$ cat src/rtl/output_packetizer_pkg.sv
// Shared types and constants for the output packetizer.
// Header layout, FSM encoding and segment data-type codes.
package output_packetizer_pkg;

  localparam int WORD_W  = 32;
  localparam int DTYPE_W = 4;
  localparam int LEN_W   = 16;
  localparam int CNT_W   = 15;

  localparam int HDR_DTYPE_LSB = 28;
  localparam int HDR_RSVD_BIT  = 27;
  localparam int HDR_EOT_BIT   = 26;
  localparam int HDR_EOI_BIT   = 25;
  localparam int HDR_LAST_BIT  = 24;
  localparam int HDR_MARK_BIT  = 16;
  localparam int HDR_LEN_LSB   = 0;

  localparam logic [DTYPE_W-1:0] DT_RAW   = 4'h0;
  localparam logic [DTYPE_W-1:0] DT_CTRL  = 4'h1;
  localparam logic [DTYPE_W-1:0] DT_IMAGE = 4'h2;
  localparam logic [DTYPE_W-1:0] DT_AUDIO = 4'h3;
  localparam logic [DTYPE_W-1:0] DT_META  = 4'h4;
  localparam logic [DTYPE_W-1:0] DT_TEXT  = 4'h5;
  localparam logic [DTYPE_W-1:0] DT_BLOB  = 4'h6;

  typedef enum logic [1:0] {
    ST_IDLE = 2'd0,
    ST_HDR  = 2'd1,
    ST_DATA = 2'd2
  } state_e;

  typedef struct packed {
    logic [DTYPE_W-1:0] dtype;
    logic               eot;
    logic               eoi;
    logic               last;
    logic [LEN_W-1:0]   length;
  } seg_desc_t;

  // 17-bit sum so 65535 rounds up to 16384 without wrapping
  function automatic logic [CNT_W-1:0] word_count(
    input logic [LEN_W-1:0] len
  );
    logic [LEN_W:0] sum;
    sum = {1'b0, len} + 17'd3;
    return sum[LEN_W:2];
  endfunction

  function automatic logic [WORD_W-1:0] tail_mask(
    input logic [1:0] rem
  );
    logic [WORD_W-1:0] m;
    m = '1;
    unique case (1'b1)
      (rem == 2'd1): m = 32'hFF00_0000;
      (rem == 2'd2): m = 32'hFFFF_0000;
      (rem == 2'd3): m = 32'hFFFF_FF00;
      default:       m = '1;
    endcase
    return m;
  endfunction

endpackage

$ cat src/rtl/output_packetizer_header_encoder.sv
// Packs a registered segment descriptor into the 32-bit header word.
// Field placement comes from the shared package offsets.
module header_encoder
  import output_packetizer_pkg::*;
(
  input  seg_desc_t           desc_i,
  output logic [WORD_W-1:0]   hdr_o
);

  always_comb begin
    hdr_o = '0;
    hdr_o[HDR_DTYPE_LSB +: DTYPE_W] = desc_i.dtype;
    hdr_o[HDR_RSVD_BIT]             = 1'b0;
    hdr_o[HDR_EOT_BIT]              = desc_i.eot;
    hdr_o[HDR_EOI_BIT]              = desc_i.eoi;
    hdr_o[HDR_LAST_BIT]             = desc_i.last;
    hdr_o[HDR_MARK_BIT]             = 1'b1;
    hdr_o[HDR_LEN_LSB +: LEN_W]     = desc_i.length;
  end

endmodule

$ cat src/rtl/output_packetizer.sv
// Segment packetizer: header word then pass-through payload words.
// OUTPUT_PACKETIZER_PAD_EN zeroes unused bytes of the final word.
module output_packetizer
  import output_packetizer_pkg::*;
(
  input  logic                clk,
  input  logic                rst_n,
  input  logic                seg_valid,
  output logic                seg_ready,
  input  logic [DTYPE_W-1:0]  seg_dtype,
  input  logic                seg_eot,
  input  logic                seg_eoi,
  input  logic                seg_last,
  input  logic [LEN_W-1:0]    seg_length,
  input  logic [WORD_W-1:0]   din_data,
  input  logic                din_valid,
  output logic                din_ready,
  output logic [WORD_W-1:0]   dout_data,
  output logic                dout_valid,
  input  logic                dout_ready,
  output logic                busy
);

  state_e            state_q, state_d;
  logic [CNT_W-1:0]  cnt_q, cnt_d;
  seg_desc_t         desc_q, desc_d;
  logic [WORD_W-1:0] hdr_w;
  logic [WORD_W-1:0] data_w;

  header_encoder u_hdr (
    .desc_i (desc_q),
    .hdr_o  (hdr_w)
  );

`ifdef OUTPUT_PACKETIZER_PAD_EN
  logic is_tail;

  assign is_tail = (cnt_q == 15'd1) &&
                   (desc_q.length[1:0] != 2'd0);

  always_comb begin
    data_w = din_data;
    if (is_tail) begin
      data_w = din_data & tail_mask(desc_q.length[1:0]);
    end
  end
`else
  assign data_w = din_data;
`endif

  always_ff @(posedge clk or negedge rst_n) begin
    if (!rst_n) begin
      state_q <= ST_IDLE;
      cnt_q   <= '0;
      desc_q  <= '0;
    end else begin
      state_q <= state_d;
      cnt_q   <= cnt_d;
      desc_q  <= desc_d;
    end
  end

  always_comb begin
    state_d    = state_q;
    cnt_d      = cnt_q;
    desc_d     = desc_q;
    seg_ready  = 1'b0;
    din_ready  = 1'b0;
    dout_valid = 1'b0;
    dout_data  = '0;
    unique case (state_q)
      ST_IDLE: begin
        seg_ready = 1'b1;
        if (seg_valid) begin
          desc_d.dtype  = seg_dtype;
          desc_d.eot    = seg_eot;
          desc_d.eoi    = seg_eoi;
          desc_d.last   = seg_last;
          desc_d.length = seg_length;
          cnt_d         = word_count(seg_length);
          state_d       = ST_HDR;
        end
      end
      ST_HDR: begin
        dout_valid = 1'b1;
        dout_data  = hdr_w;
        if (dout_ready) begin
          state_d = (cnt_q != '0) ? ST_DATA : ST_IDLE;
        end
      end
      ST_DATA: begin
        dout_valid = din_valid;
        din_ready  = dout_ready;
        dout_data  = data_w;
        if (din_valid && dout_ready) begin
          cnt_d = cnt_q - 15'd1;
          if (cnt_q == 15'd1) begin
            state_d = ST_IDLE;
          end
        end
      end
      default: begin
        state_d = ST_IDLE;
      end
    endcase
  end

  assign busy = (state_q != ST_IDLE);

endmodule

$ cat config.mk
export PLATFORM = sky130hd
export DESIGN_NAME = output_packetizer
export DESIGN_NICKNAME = d
export VERILOG_FILES = /design/src/rtl/output_packetizer_pkg.sv /design/src/rtl/output_packetizer_header_encoder.sv /design/src/rtl/output_packetizer.sv
export SDC_FILE = /design/constraint.sdc
export NUM_CORES = 1
export LEC_CHECK = 0
export ABC_AREA = 1
export ABC_CLOCK_PERIOD_IN_PS = 1500
export CORE_ASPECT_RATIO = 0.9
export CORE_MARGIN = 4
export CORE_UTILIZATION = 42
export DETAILED_ROUTE_END_ITERATION = 8
export GPL_ROUTABILITY_DRIVEN = 0
export GPL_TIMING_DRIVEN = 0
export PLACE_DENSITY = 0.77
export SYNTH_ARGS = -nofsm -noshare
export SYNTH_HDL_FRONTEND = slang
export SYNTH_SLANG_ARGS = --single-unit
$ cat constraint.sdc
create_clock -name clk -period 1.5 [get_ports clk]
set_input_delay 0.15 -clock clk [delete_from_list [all_inputs] [get_ports clk]]
set_output_delay 0.15 -clock clk [all_outputs]
set_load 0.02 [all_outputs]
==> summary.md, run 1 <==
The non-filler instance count after layout is 661, and the transition time of the tightest slew-check pin is 0.389 ns. After the first detailed-routing iteration, the DRC count stood at 169. The cell area after synthesis is 2910 sq um, and the largest net degree at the start of global routing is 28. The iteration count of the initial detailed-routing pass is 4, and the number of nets in the synthesized netlist is 512. The flow ran to the end, but the final reports show violations.

The final route contains 3419 vias. The power per unit of standard cell area came out at 2030 nW/um^2. The synthesized design spends more area on one cell type than any other, namely sky130_fd_sc_hd__dfrtp_1. The die is 87.0 um tall. Count of buffers inserted at the top-level ports: 95. The tree is rooted in a sky130_fd_sc_hd__clkbuf_8. Yosys mapped the design onto 34 distinct sky130hd cell types. The area share of the largest cell type after synthesis works out to 0.344. Setup violations remaining at the end of the flow were counted as 51. Along the worst path, the maximum fanout reaches 8. The worst setup path is launched from a flop. The sum of net half-perimeters after detailed placement is 7070 um. The upper clock frequency limit is 543 MHz. The tools report the static power due to leakage as 0.00221 uW. The slowest stage of the critical path belongs to the cell sky130_fd_sc_hd__dfrtp_1. The tool flagged a number of max-cap violations equal to 0. The tree built by TritonCTS fans out to 40 sinks.

Setup repair after global routing could not meet its margin everywhere. The total DRC errors in the routed layout is 0. The tools report the nature of the critical path endpoint as an output pin.

For the post-synthesis sequential area ratio, the log shows 0.344. For the required time of the critical path, the log shows 1.35 ns. The clock insertion delay at the later pin of the skew report is 0.29 ns. CTS built an H-tree with a depth of 2. After detailed routing, the total wire length is 9870 um. In this run, placement finished with an instance count of 632.

The normalized max-slew margin is 0.738, and the number of pins with negative max-slew slack in the final report is 0. During synthesis, Yosys emitted a total of 0 warnings. The number of antenna violations at the first check in global routing was 0; the total buffers and inverters traversed by the critical path was 5. The first-pass GRT wire length was 15800 um; the biggest cell delay along the critical path was 0.37 ns. The category of the critical setup timing path is flop to output pin.

The number of global-route vias before repair was 3285; the final period demand of the worst path was 1.84 ns. By area the synthesized netlist is led by sky130_fd_sc_hd__dfrtp_1 34%, sky130_fd_sc_hd__nand2_1 22%, sky130_fd_sc_hd__inv_1 5.9%, sky130_fd_sc_hd__a21oi_1 5.8%, sky130_fd_sc_hd__nand3_1 4.8%. The post-layout utilization of the core was 0.722; the share of post-route cells with drive strength above 1 was 0.273. The endpoint arrival time on the critical path is 1.69 ns, and the number of nets at the end of the flow is 636.

Traced cell by cell, the critical path runs through inv_2 > ha_4 > clkinvlp_4 > buf_12 > clkbuf_16 > a21oi_4 > buf_6. The class of the worst hold path is input port to asynchronous set/reset pin. The final reports fail on setup timing.

Reg2reg setup slack: -0.31 ns. The launch instance of the worst register-to-register path is state_q[1]. The clock-pin slew of the registers on the worst-case setup and hold paths is 0.08 ns, and the total I/O pin count is 96. The period utilization is 1.23, and the width of the die is 95.8 um. The overflow left after global routing was 0; the maximum buffer depth of the clock tree was 2.

The initial cell density of the core was 0.437. The total routing resource utilization after global routing came out at 0.242. TritonCTS built the clock tree. The logs give -0.341 ns for the worst setup margin and 446 for the cell count after synthesis.

Each instance of the synthesized netlist takes up on average 6.53 sq um. Relative to the synthesized area, the layout overhead comes to 65.1%. For the final database, setup skew stands at 0.00212 ns.

The core region is 6660 sq um. The count of endpoints failing hold in the final timing report was 0. The destination of the worst register-to-register timing path is cnt_q[1]. Dividing the detail-routed wire length by the instance count gives 14.9 um. The number of buffers added by the clock tree synthesis step came out at 5.

Dividing the detail-routed via count by the number of cells gives 5.17. Across the VDD grid, the largest voltage drop is 995 uV. The logic depth of the worst register-to-register path was 9; the final antenna-violating net count was 0. The total of flip-flops plus latches after synthesis is 40. In this design, the largest share of critical-path delay is due to buffers and inverters. 0 antenna diodes ended up in the layout. The floorplan has 28 rows. The die covers 8330 sq um.
[kinds of logic after synthesis]
logic type	Yosys count	synth area share
mux	9	0.0348
flops	40	0.344
buf+inv	66	0.0937
xor+xnor	3	0.00903
compound gates	66	0.125
simple gates	256	0.368
fa+ha+maj	6	0.0258
[synth_stat cells, drive strengths merged]
library cell / n
ha: 6
or2: 1
inv: 49
and2: 2
nor4: 1
clkbuf: 9
a21oi: 34
o211ai: 1
nand3: 31
nand4: 3
mux2: 9
o31ai: 1
a21boi: 1
nor2: 40
xnor2: 1
o21ai: 27
dfrtp: 40
buf: 8
xor2: 2
nor3: 2
a22oi: 2
nand3b: 2
nand2: 174
[worst max-delay path by stage]
stage	slack (ns)	end	startpoint	cells past startpoint
finish	-0.34	dout_data[10]	state_q[1]	7
floorplan	-0.03	cnt_q[5]	state_q[1]	9
global route	-0.41	dout_data[15]	state_q[1]	7
detailed placement	-0.90	dout_data[10]	state_q[1]	7
global placement	-0.87	dout_data[10]	state_q[1]	7
CTS	-0.31	dout_data[10]	state_q[1]	7
[power breakdown]
group / switching, uW / internal, uW / total (uW)
registers: 427 / 1620 / 2050
logic: 3570 / 3250 / 6830
clock network: 392 / 492 / 884
[metal layers]
metal | vias to the layer above | global-route usage | wire, um | part of all wire
met2 | 152 | 0.395 | 4580 | 0.46
met4 | 0 | 0.0736 | 170 | 0.017
li1 | 1666 | - | - | -
met5 | - | 0 | 0 | 0
met3 | 16 | 0.0536 | 898 | 0.091
met1 | 1585 | 0.319 | 4220 | 0.43
[flip-flops by register name (all words and copies together), names as in the netlist]
register and flops:
state_q 2, desc_q 23, cnt_q 15
[worst reg2reg max path, cell delays in order, from the launching register on]
cell and delay, ns:
sky130_fd_sc_hd__dfrtp_1 0.40, sky130_fd_sc_hd__buf_4 0.14, sky130_fd_sc_hd__ha_2 0.16, sky130_fd_sc_hd__buf_6 0.14, sky130_fd_sc_hd__buf_6 0.12, sky130_fd_sc_hd__o211ai_4 0.27, sky130_fd_sc_hd__clkinv_4 0.15, sky130_fd_sc_hd__buf_6 0.15
sky130_fd_sc_hd__o21ai_1 0.07, sky130_fd_sc_hd__o21ai_1 0.09
[timing repair]
item / CTS / global route
hold buffers: 1 / 0
gates cloned: 4 / 1
gates resized for setup: 229 / 37
endpoints found under the setup margin: 59 / 64
buffers inserted: 16 / 0
pin swaps: 1 / 3
hold endpoints to repair: 13 / 0
[area by class of cell]
type / count / area (sq um)
multi-input cells: 340 / 1940
fillers: 522 / 1850
repair buffers: 118 / 1230
flip-flops and latches: 40 / 1000
plain buffers: 16 / 215
inverters: 49 / 199
well taps: 90 / 113
clock buffers: 5 / 68.8
clock inverters: 3 / 42.5
[cells in the final DEF (no fill, tap or decap), drive strengths merged]
master         synthesis  routed
a21boi                 1       1
a21oi                 34      34
a22oi                  2       2
and2                   2       2
buf                    8      64
bufinv                 0       1
clkbuf                 9      16
clkdlybuf4s50          0      58
clkinv                 0       2
clkinvlp               0       3
dfrtp                 40      40
dlygate4sd3            0       1
ha                     6       6
inv                   49      46
mux2                   9       9
nand2                174     174
nand3                 31      31
nand3b                 2       2
nand4                  3       3
nor2                  40      40
nor3                   2       2
nor4                   1       1
o211ai                 1       1
o21ai                 27      27
o31ai                  1       1
or2                    1       1
xnor2                  1       1
xor2                   2       2
[through the flow]
stage	setup slack, ns	hold slack, ns	TNS (ns)	power, uW	cell area, sq um
floorplan	-0.0302	-0.146	-0.226	5460	3140
global placement	-0.866	0.470	-54.25	6950	4200
detailed placement	-0.905	0.0829	-25.64	7090	4220
CTS	-0.315	0.288	-13.69	9320	4680
global route	-0.409	0.312	-17.13	10500	4810
finish	-0.341	0.284	-13.95	9760	4810
Note: power is estimated with default switching activity, not from simulation.
==> inputs of run 2 (changes only) <==
- ABC_CLOCK_PERIOD_IN_PS: 1500 -> 2000
- CORE_UTILIZATION: 42 -> 47
- PLACE_DENSITY: 0.77 -> 0.82
- SETUP_SLACK_MARGIN: not set -> 0.3
- clock period: 1.5 -> 2 ns (I/O delays scaled with it)
==> run 2 against run 1 <==
The flow still finishes with violations (setup timing). Clock power rose by 4.5%. Non-clock buffer count grew 4. Critical path depth did not move. Design area down 1.7%. Register-to-register slack improved by 0.34 ns. Clock-buffer cell count did not move. Critical endpoint is now dout_data[1]. Largest cell class unchanged.
==> summary.md, run 2 (synthesized netlist as in run 1, its figures left out) <==
During placement, the flow inserted port buffers numbering 95. The width of the die was 91.0 um. The area of all placed cells without fillers came out at 4720 sq um.

The post-layout utilization of the core came out at 0.807. TritonCTS built the clock tree. Dividing total power by cell area gives a power density of 1570 nW/um^2. The normalized max-slew margin was 0.403. The register with the most flip-flops in the layout has 23 of them. The class of the worst hold path was input port to asynchronous set/reset pin. The largest register by flop count is desc_q.

The library cell used most frequently in the layout, excluding fill and tap cells, is sky130_fd_sc_hd__nand2_1. The internal power of the cells totals 4250 uW. The wire length after detailed routing was 9970 um. The category of the critical setup timing path was flop to output pin. Based on the critical path, the design can be clocked at up to 497 MHz. The run gives 0.0562 as the fraction of met3 tracks used by global routing. The combinational share of power was 0.668; the maximum clock skew at final layout was 0.00603 ns. The busiest layer in global routing is met2.

In this run the standard cell core region covers 5860 sq um. After detailed placement, the total cell area comes to 4010 sq um. Setup repair after global routing could not meet its margin everywhere. Number of violations of the max-capacitance limit: 0.

The met1 routing resource usage after global routing came out at 0.346. Area growth from synthesis to layout: 62.3%. The total routing resource utilization after global routing is 0.274, and the total number of placement rows is 26.

The tools report the clock power share as 0.124. The period utilization came out at 1.01. The worst path needs 2.01 ns of the cycle, external delays included.

The tools report the number of global-route vias before repair as 3362. On the final layout, the worst hold slack is 0.0133 ns. Detailed placement finished with a half-perimeter wire length of 7010 um. After detailed routing, the number of remaining DRC violations is 0. The tools report the largest net degree at the start of global routing as 41. The reg2reg setup slack is 0.03 ns.

The worst setup slack before clock tree synthesis came out at -0.547 ns. The root buffer cell chosen for the clock tree is sky130_fd_sc_hd__clkbuf_8. Adding up every negative setup slack in the final design gives -0.0273 ns. The global-route track usage on met2 was 0.456; the count of endpoints failing hold in the final timing report was 0. The tools report the initial cell density of the core as 0.497. The checks that failed: setup timing. Counting the buffers created by CTS gives 5. The maximum buffer depth of the clock tree was 2; the final antenna-violating net count was 0.

For the share of total power in sequential cells, the log shows 0.207. 96 I/O pins were placed. The static power due to leakage is 0.00224 uW, and the sink count of the clock tree is 40.

IR analysis of the VDD net gives a maximum drop of 775 uV. The logs give -0.0127 ns for the worst setup margin and 281 for the detailed router's first-iteration violation count. The first TritonRoute pass finished after 4 iterations. In the final layout, the registers with the most flip-flops are desc_q x23, cnt_q x15, state_q x2. The later pin in the worst-skew pair is clocked with a latency of 0.30 ns.

The top cell types in the final layout, fill and taps aside, are 166 x sky130_fd_sc_hd__nand2_1, 58 x sky130_fd_sc_hd__clkdlybuf4s50_1, 42 x sky130_fd_sc_hd__inv_1. The analysis attributes to net switching a power of 3180 uW. At the worst endpoint, the required time is 1.80 ns. The worst setup path is captured at an output pin. The die covers 7520 sq um. Setup violations remaining at the end of the flow were counted as 4.

The run finished, with violations left. The transition time of the tightest slew-check pin is 0.896 ns, and the total number of vias is 3481. The average detailed-routed wire length per instance is 15.4 um. The number of pins with negative max-slew slack in the final report is 0, and the clock-pin slew of the registers on the worst-case setup and hold paths is 0.08 ns. In this run the worst path has a maximum fanout of 7. The fraction of power spent switching nets works out to 0.428. The share of post-route cells with drive strength above 1 came out at 0.261. Data arrives at the worst endpoint at 1.81 ns. For the deepest level of the CTS H-tree, the log shows 2. First-pass GRT wire length: 16300 um. In the routed layout, each cell is associated on average with a via count of 5.40. The overflow left after global routing was 0. The floorplan die height works out to 82.7 um. For this run, the post-layout net count is 640. Startpoint class of the critical path: a flop.

The number of antenna repair diodes came out at 0. The number of antenna violations at the first check in global routing came out at 0.
[run 2: changes by cell type in the layout (fill, tap and decap cells not counted), sizes merged]
cell,delta
bufinv,+2
clkbuf,-2
buf,+5
dlygate4sd2,+2
clkinvlp,-2
dlygate4sd3,-1
inv,+1
clkinv,-1
[run 2: stage by stage]
stage | power, uW | instances
finish | 7430 | 645
global route | 7920 | 645
CTS | 6900 | 641
detailed placement | 4980 | 611
global placement | 4880 | 611
floorplan | 3770 | 446
[run 2: power by group through the flow]
stage	Combinational (uW)	Clock [uW]	Sequential, uW
2_1_floorplan	2330	0	1440
3_3_place_gp	3370	0	1510
3_5_place_dp	3460	0	1530
4_1_cts	4450	934	1510
5_1_grt	5380	955	1590
6_report	4960	924	1540
[run 2: cell type report]
cell class              instances  area (sq um)
clock buffers                   5          68.8
flip-flops and latches         40          1000
inverters                      49           193
repair buffers                121          1240
fillers                       397          1130
plain buffers                  17           231
clock inverters                 3          90.1
well taps                      70          87.6
multi-input cells             340          1810
[run 2: layer usage]
metal / wire length [um] / vias up
li1: - / 1677
met2: 4550 / 139
met1: 4390 / 1636
met5: 0 / -
met3: 724 / 29
met4: 304 / 0
[run 2: worst paths after layout]
path                       startpoint      endpoint  cells past startpoint
setup / recovery           state_q[1]  dout_data[1]                      7
hold / removal                  rst_n    state_q[0]                      1
setup reg to reg           state_q[1]      cnt_q[3]                     10
hold reg to reg             desc_q[4]     desc_q[4]                      2
max in group asynchronous       rst_n     desc_q[1]                      1
min in group clk            desc_q[4]     desc_q[4]                      2
[run 2: critical path: stages, from the launching register on]
cell and delay (ns):
sky130_fd_sc_hd__dfrtp_1 0.38, sky130_fd_sc_hd__inv_2 0.08, sky130_fd_sc_hd__ha_4 0.27, sky130_fd_sc_hd__clkinvlp_4 0.19, sky130_fd_sc_hd__buf_12 0.20, sky130_fd_sc_hd__buf_16 0.13
sky130_fd_sc_hd__a21oi_4 0.12, sky130_fd_sc_hd__buf_6 0.13
[run 2: what timing repair did]
action	CTS	global route
setup buffers	19	3
setup endpoints to repair	49	51
pin swaps	1	6
hold buffers	0	0
resized for setup	230	44
cloned	3	1
==> inputs of run 3 (changes only) <==
- CTS_CLUSTER_DIAMETER: not set -> 100
==> results of run 3 <==
Final layout, timing and power as in run 2 (identical DEF).
